<file path="src/rtl/pipe_reg_chain.sv">
// Elastic register chain with bubble-collapsing ready propagation.
// Stage DEPTH-1 drives q/out_valid directly from flops; count is next-state occupancy.

module pipe_reg_chain_stage #(
  parameter int WIDTH = 26,
  parameter logic [WIDTH-1:0] RESET_VAL = '0
) (
  input  logic             clk,
  input  logic             rst,
  input  logic             flush,
  input  logic             rdy,
  input  logic             up_valid,
  input  logic [WIDTH-1:0] up_data,
  output logic             v_nxt,
  output logic             v,
  output logic [WIDTH-1:0] r
);
  always_comb begin
    v_nxt = v;
    if (rst || flush) v_nxt = 1'b0;
    else if (rdy)     v_nxt = up_valid;
  end

  // Data only moves on a real transfer, so r holds across flush and bubbles.
  always_ff @(posedge clk) begin
    if (rst) begin
      v <= 1'b0;
      r <= RESET_VAL;
    end else begin
      v <= v_nxt;
      if (rdy && up_valid && !flush) r <= up_data;
    end
  end
endmodule

module pipe_reg_chain #(
  parameter int WIDTH = 26,
  parameter int DEPTH = 2,
  parameter logic [WIDTH-1:0] RESET_VAL = '0,
  localparam int CW = $clog2(DEPTH + 1)
) (
  input  logic             clk,
  input  logic             rst,
  input  logic             flush,
  input  logic             in_valid,
  input  logic [WIDTH-1:0] d,
  output logic             in_ready,
  output logic [WIDTH-1:0] q,
  output logic             out_valid,
  input  logic             out_ready,
  output logic [CW-1:0]    count
);
  logic [DEPTH-1:0]            v, v_nxt, rdy, up_v;
  logic [DEPTH-1:0][WIDTH-1:0] r, up_d;
  logic [CW-1:0]               cnt_nxt;

  always_comb begin
    rdy[DEPTH-1] = out_ready | ~v[DEPTH-1];
    for (int i = DEPTH - 2; i >= 0; i--) rdy[i] = rdy[i+1] | ~v[i];
    up_v[0] = in_valid;
    up_d[0] = d;
    for (int i = 1; i < DEPTH; i++) begin
      up_v[i] = v[i-1];
      up_d[i] = r[i-1];
    end
  end

  for (genvar g = 0; g < DEPTH; g++) begin : g_stg
    pipe_reg_chain_stage #(.WIDTH(WIDTH), .RESET_VAL(RESET_VAL)) u_stg (
      .clk      (clk),
      .rst      (rst),
      .flush    (flush),
      .rdy      (rdy[g]),
      .up_valid (up_v[g]),
      .up_data  (up_d[g]),
      .v_nxt    (v_nxt[g]),
      .v        (v[g]),
      .r        (r[g])
    );
  end

  always_comb begin
    cnt_nxt = '0;
    for (int i = 0; i < DEPTH; i++) cnt_nxt = cnt_nxt + CW'(v_nxt[i]);
  end

  always_ff @(posedge clk) begin
    if (rst) count <= '0;
    else     count <= cnt_nxt;
  end

  assign in_ready  = rdy[0] & ~flush & ~rst;
  assign q         = r[DEPTH-1];
  assign out_valid = v[DEPTH-1];
endmodule

</file>
<file path="config.mk">
export PLATFORM = sky130hd
export DESIGN_NAME = pipe_reg_chain
export DESIGN_NICKNAME = d
export VERILOG_FILES = /design/src/rtl/pipe_reg_chain.sv
export SDC_FILE = /design/constraint.sdc
export NUM_CORES = 1
export LEC_CHECK = 0
export CAP_MARGIN = 15
export CORE_ASPECT_RATIO = 1.75
export CORE_MARGIN = 5
export CORE_UTILIZATION = 45
export DETAILED_ROUTE_END_ITERATION = 16
export GPL_TIMING_DRIVEN = 0
export PLACE_DENSITY = 0.82
export SLEW_MARGIN = 20
export SYNTH_ARGS = -nofsm -noshare
export SYNTH_HDL_FRONTEND = slang
export SYNTH_SLANG_ARGS = --single-unit
</file>
<file path="constraint.sdc">
create_clock -name clk -period 3.61 [get_ports clk]
set_clock_uncertainty 0.05 [all_clocks]
set_input_delay 0.361 -clock clk [delete_from_list [all_inputs] [get_ports clk]]
set_output_delay 0.361 -clock clk [all_outputs]
set_load 0.01 [all_outputs]
</file>
# Word-level counts from Yosys, hierarchy flattened
# Index checks and enable logic that the tools add are counted.
# word_totals
regBits	56
latchBits	0
ramBits	0
mem_bits_ro	0
inputBits	31
output_inout_bits	30
word_cells	24
memories	0
# classes
addsub	1
multipliers	0
n_div	0
n_lt_le_gt_ge	0
eq_ne	0
shifts	0
n_mux	4
n_bitwise	8
n_reduce_logical	6
# op_table
operator	count
$logic_and 1x1->1	4
$mux 1	4
$not 1->1	4
$add 1x1->2	1
$and 1x1->1	2
$or 1x1->1	2
$logic_not 1->1	1
$logic_or 1x1->1	1

# Logic depth before layout (Yosys ltp)
# Gate-level depths: netlist (run 1).
# depth
depth_word	6
depth_mapped	7

# Cells and area by module
# From an unflattened synthesis (run 1), not the netlist that was laid out.
# unflattened
hier_cells	244
hier_area_um2	2563.7
# by_module_without_submodules
module	instances	cells_each	area_per_inst_um2	seq_area_each_um2
pipe_reg_chain_stage	2	118	1229.9	540.5
pipe_reg_chain	1	8	103.8	40.0

# Worst setup path after synthesis (run 1)
# No wires, ideal clock.
# synth_path
path_type	register -> register
from	register g_stg[1].u_stg.v
to	register count[0]
t_arrival_ps	1462
required_time_ps	3445
path_slack_ps	1983
path_stages_with_launch	8
path_buffers	2
period_less_slack_ps	1627
path_cell_list	dfxtp_1 > nor2b_2 > buf_2 > buf_4 > a21oi_1 > nor3_1 > ha_1 > nor2b_1
# synth_via
elab_chain_len	6
elab_cells_between_ends	8
# synth_lines
element	line	source
from (decl)	15	output logic v,
from (signal assigned)	30	v <= v_nxt;
$not 1->1	58	rdy[DEPTH-1] = out_ready | ~v[DEPTH-1];
$or 1x1->1	58	
$or 1x1->1	59	for (int i = DEPTH - 2; i >= 0; i--) rdy[i] = rdy[i+1] | ~v[i];
$mux 1	21	else if (rdy) v_nxt = up_valid;
$mux 1	20	if (rst || flush) v_nxt = 1'b0;
via g_stg[0].u_stg.v_nxt	14	output logic v_nxt,
$add 1x1->2	84	for (int i = 0; i < DEPTH; i++) cnt_nxt = cnt_nxt + CW'(v_nxt[i]);
via cnt_nxt[0]	55	logic [CW-1:0] cnt_nxt;
to (signal assigned)	89	else count <= cnt_nxt;
to (decl)	51	output logic [CW-1:0] count
# The timed path passes the listed nets, and every way through them passes these cells.
# A chain may end at the register's enable or synchronous reset.

# Worst setup path in the final report (run 1)
# layout_path
from	input out_ready
to	output in_ready
# layout_via
elab_chain_len	4
# layout_lines
element	line	source
from (decl)	50	input logic out_ready,
$or 1x1->1	58	
$or 1x1->1	59	
$and 1x1->1 (2 in a row)	92	assign in_ready = rdy[0] & ~flush & ~rst;
to (decl)	47	output logic in_ready,
# No other way between the ends.

==> results.sh, run 1 <==
export IMPL_routed_via_density=5.200
export IMPL_cts_hold_buf=0
export IMPL_drt_wl_total_um=5174
export IMPL_core_sq_um=5020
export IMPL_rsz0062_at_grt="no"
export IMPL_cts_inserted_buffers=5
export IMPL_path_clk_slew_ns=0.09
export IMPL_maxSlewViolCount=0
export IMPL_crit_chain="clkdlybuf4s50_1 -> nor2b_2 -> buf_2 -> buf_4 -> a211oi_1 -> clkdlybuf4s50_1"
export IMPL_layout_commonest_cell="clkdlybuf4s50_1"
export IMPL_hold_viol=0
export IMPL_area_growth_pct=32.27
export IMPL_grt_pass1_wl_um=8763
export IMPL_yosysWarnings=0
export IMPL_num_fill_cells=446
export IMPL_crit_slowest_cell="clkdlybuf4s50_1"
export IMPL_ctsHtreeMaxLevel=2
export IMPL_drcViolationCount=0
export IMPL_ant_nets=0
export IMPL_drt_iter0_drc=34
export IMPL_cts_tree="done"
export IMPL_fp_dieH_um=105.5
export IMPL_yosysSeqAreaShare_pct=47.79
export IMPL_row_count=34
export IMPL_p_per_area_nw_per_um2=369.2
export IMPL_start_util_pct=46.73
export IMPL_period_share_pct=70.50
export IMPL_max_cap_viol_count=0
export IMPL_worst_ep_arrival_time_ns=2.13
export IMPL_cpPeakStageDelay_ns=0.58
export IMPL_synth_seq_cells=56
export IMPL_drt_wirelength_per_cell_um=13.98
export IMPL_drive_above_1_share_pct=8.228
export IMPL_regArea_sq_um=1121
export IMPL_power_mw=1.145
export IMPL_hold_slack_ns=0.4199
export IMPL_syn_avg_cell_area_sq_um=9.347
export IMPL_numPortBuffers=59
export IMPL_period_needed_ns=2.545
export IMPL_clkLatencyLatePin_ns=0.30
export IMPL_fmax_mhz=392.9
export IMPL_dp_cells=364
export IMPL_ctsResizeCount=0
export IMPL_antenna_found_initial=0
export IMPL_worstPathMaxFanout=10
export IMPL_setup_violations=0
export IMPL_postCtsSetupBuffers=0
export IMPL_instances_no_fill=370
export IMPL_cpMostUsedCell="clkdlybuf4s50_1"
export IMPL_synth_net_count=283
export IMPL_ys_types=20
export IMPL_end_kind="primary output"
export IMPL_ir_drop_v=0.0003657
export IMPL_track_usage_pct=16.05
export IMPL_die_area_sq_um=6814
export IMPL_setup_tns_ns=0
export IMPL_cts_root_buf="clkbuf_8"
export IMPL_max_slew_worst_pin_slew_ns=0.3471
export IMPL_clk_path_buf_depth=2
export IMPL_first_pass_iters=5
export IMPL_synth_cells=251
export IMPL_critical_path_class="in2out"
export IMPL_leakagePower_nw=1.091
export IMPL_layout_common_cells="clkdlybuf4s50_1 (59), dfxtp_1 (56), nand2b_1 (55)"
export IMPL_critPathRequiredTime_ns=3.20
export IMPL_status="finished clean"
export IMPL_ios=61
export IMPL_synthArstFlopShare_pct=0
export IMPL_multi_input_comb_area_sq_um=1080
export IMPL_place_gp_congestion=0.7610
export IMPL_grt_overflow=0
export IMPL_grt_pass1_vias=1851
export IMPL_synth_edf_count=0
export IMPL_min_path_type="reg2reg"
export IMPL_syn_cell_area_sq_um=2346
export IMPL_chipWidth_um=64.58
export IMPL_clkSinkCount=56
export IMPL_grt_max_degree=16
export IMPL_dp_hpwl_um=3954
export IMPL_yosys_most_used_dff="dfxtp_1"
export IMPL_startpoint_type="primary input"
export IMPL_slew_headroom_pct=76.86
export IMPL_antenna_cells=0
export IMPL_nNetsFinal=349
export IMPL_vias=1924
export IMPL_fin_util_pct=61.81
## kinds of logic (layout without fill, tap and decap cells)
group | after synthesis | in the layout | synth area share (%)
multiplexers | 26 | 26 | 11.09
AO/OA/AOI/OAI | 55 | 55 | 12.00
buffers and inverters | 23 | 88 | 6.187
adder cells (fa/ha/maj) | 1 | 1 | 0.5332
flip-flops | 56 | 56 | 47.79
AND/OR/NAND/NOR | 90 | 90 | 22.40
## critical path: cells and delay by family
kind / cells / cell delay, ns
AOI/OAI and AO/OA: 1 / 0.26
buffers and inverters: 4 / 1.44
and+or+nand+nor: 1 / 0.07
## stage by stage
| stage | cell area (sq um) | setup WS (ns) |
|---|---|---|
| 5_1_grt | 3103 | 0.9620 |
| 3_3_place_gp | 3004 | 1.088 |
| 6_report | 3103 | 1.065 |
| 3_5_place_dp | 3004 | 1.048 |
| 2_1_floorplan | 2346 | 1.983 |
| 4_1_cts | 3103 | 1.057 |
## cells in the mapped netlist, types with 2 or more instances
cell type	count	area, sq um
dfxtp_1	56	1121
nand2b_1	55	344.1
a21oi_1	27	135.1
mux2i_1	26	260.3
nand3_1	26	130.1
o21ai_0	23	115.1
buf_2	9	45.04
clkbuf_1	5	18.77
buf_4	4	30.03
nor3_1	4	20.02
nor2b_1	3	18.77
o21ai_1	3	15.01
buf_8	2	30.03
clkbuf_2	2	10.01
## final timing paths
| kind | start | endpoint | slack (ns) | cells past startpoint |
|---|---|---|---|---|
| worst max-delay path | out_ready | in_ready | 1.06 | 6 |
| worst min-delay path | g_stg[0].u_stg.r[19] | g_stg[1].u_stg.r[19] | 0.42 | 2 |
| worst max register to register | g_stg[1].u_stg.v | count[0] | 1.76 | 7 |
| worst min register to register | g_stg[0].u_stg.r[19] | g_stg[1].u_stg.r[19] | 0.42 | 2 |
## power by group
part	switching (mW)	internal, mW	total [mW]
clock	0.185	0.199	0.384
combinational	0.0481	0.0688	0.117
sequential	0.00929	0.635	0.644
## final cells by class
class                   instances  area share, %
plain buffers                  23          4.677
clock buffers                   5          2.218
flip-flops and latches         56          36.13
multi-input cells             172          34.80
repair buffers                 59          19.03
well taps                      54          2.177
clock inverters                 1         0.9677
## metal layers
metal / routed length [um] / GRT usage, % / up-vias
met5: 0 / 0 / -
met4: 93 / 5.900 / 0
met2: 2861 / 29.59 / 52
met3: 196 / 2.982 / 9
met1: 2022 / 17.88 / 887
li1: - / - / 976
## registers in the layout, summed over array words and instances, names as in the netlist
name	flops
g_stg.u_stg.v	2
count	2
g_stg.u_stg.r	52
Power figures use the tool's default switching activity.
==> run 2: changes to the inputs <==
Clock period 3.61 ns to 2.6 ns, I/O delays scaled along.
==> results of run 2 <==
The final DEF is identical to that of run 1. Status: finished clean.
Among the figures that moved: setup slack after placement 1.048 ns -> 0.2399 ns; setup slack after layout 1.065 ns -> 0.2570 ns; hold slack 0.4199 ns -> 0.3844 ns; register-to-register setup slack 1.76 ns -> 0.75 ns; end point of the worst hold path g_stg[1].u_stg.r[19] -> g_stg[0].u_stg.r[10]; total power 1.145 mW -> 1.590 mW; worst IR drop on VDD 0.0003657 V -> 0.0005078 V
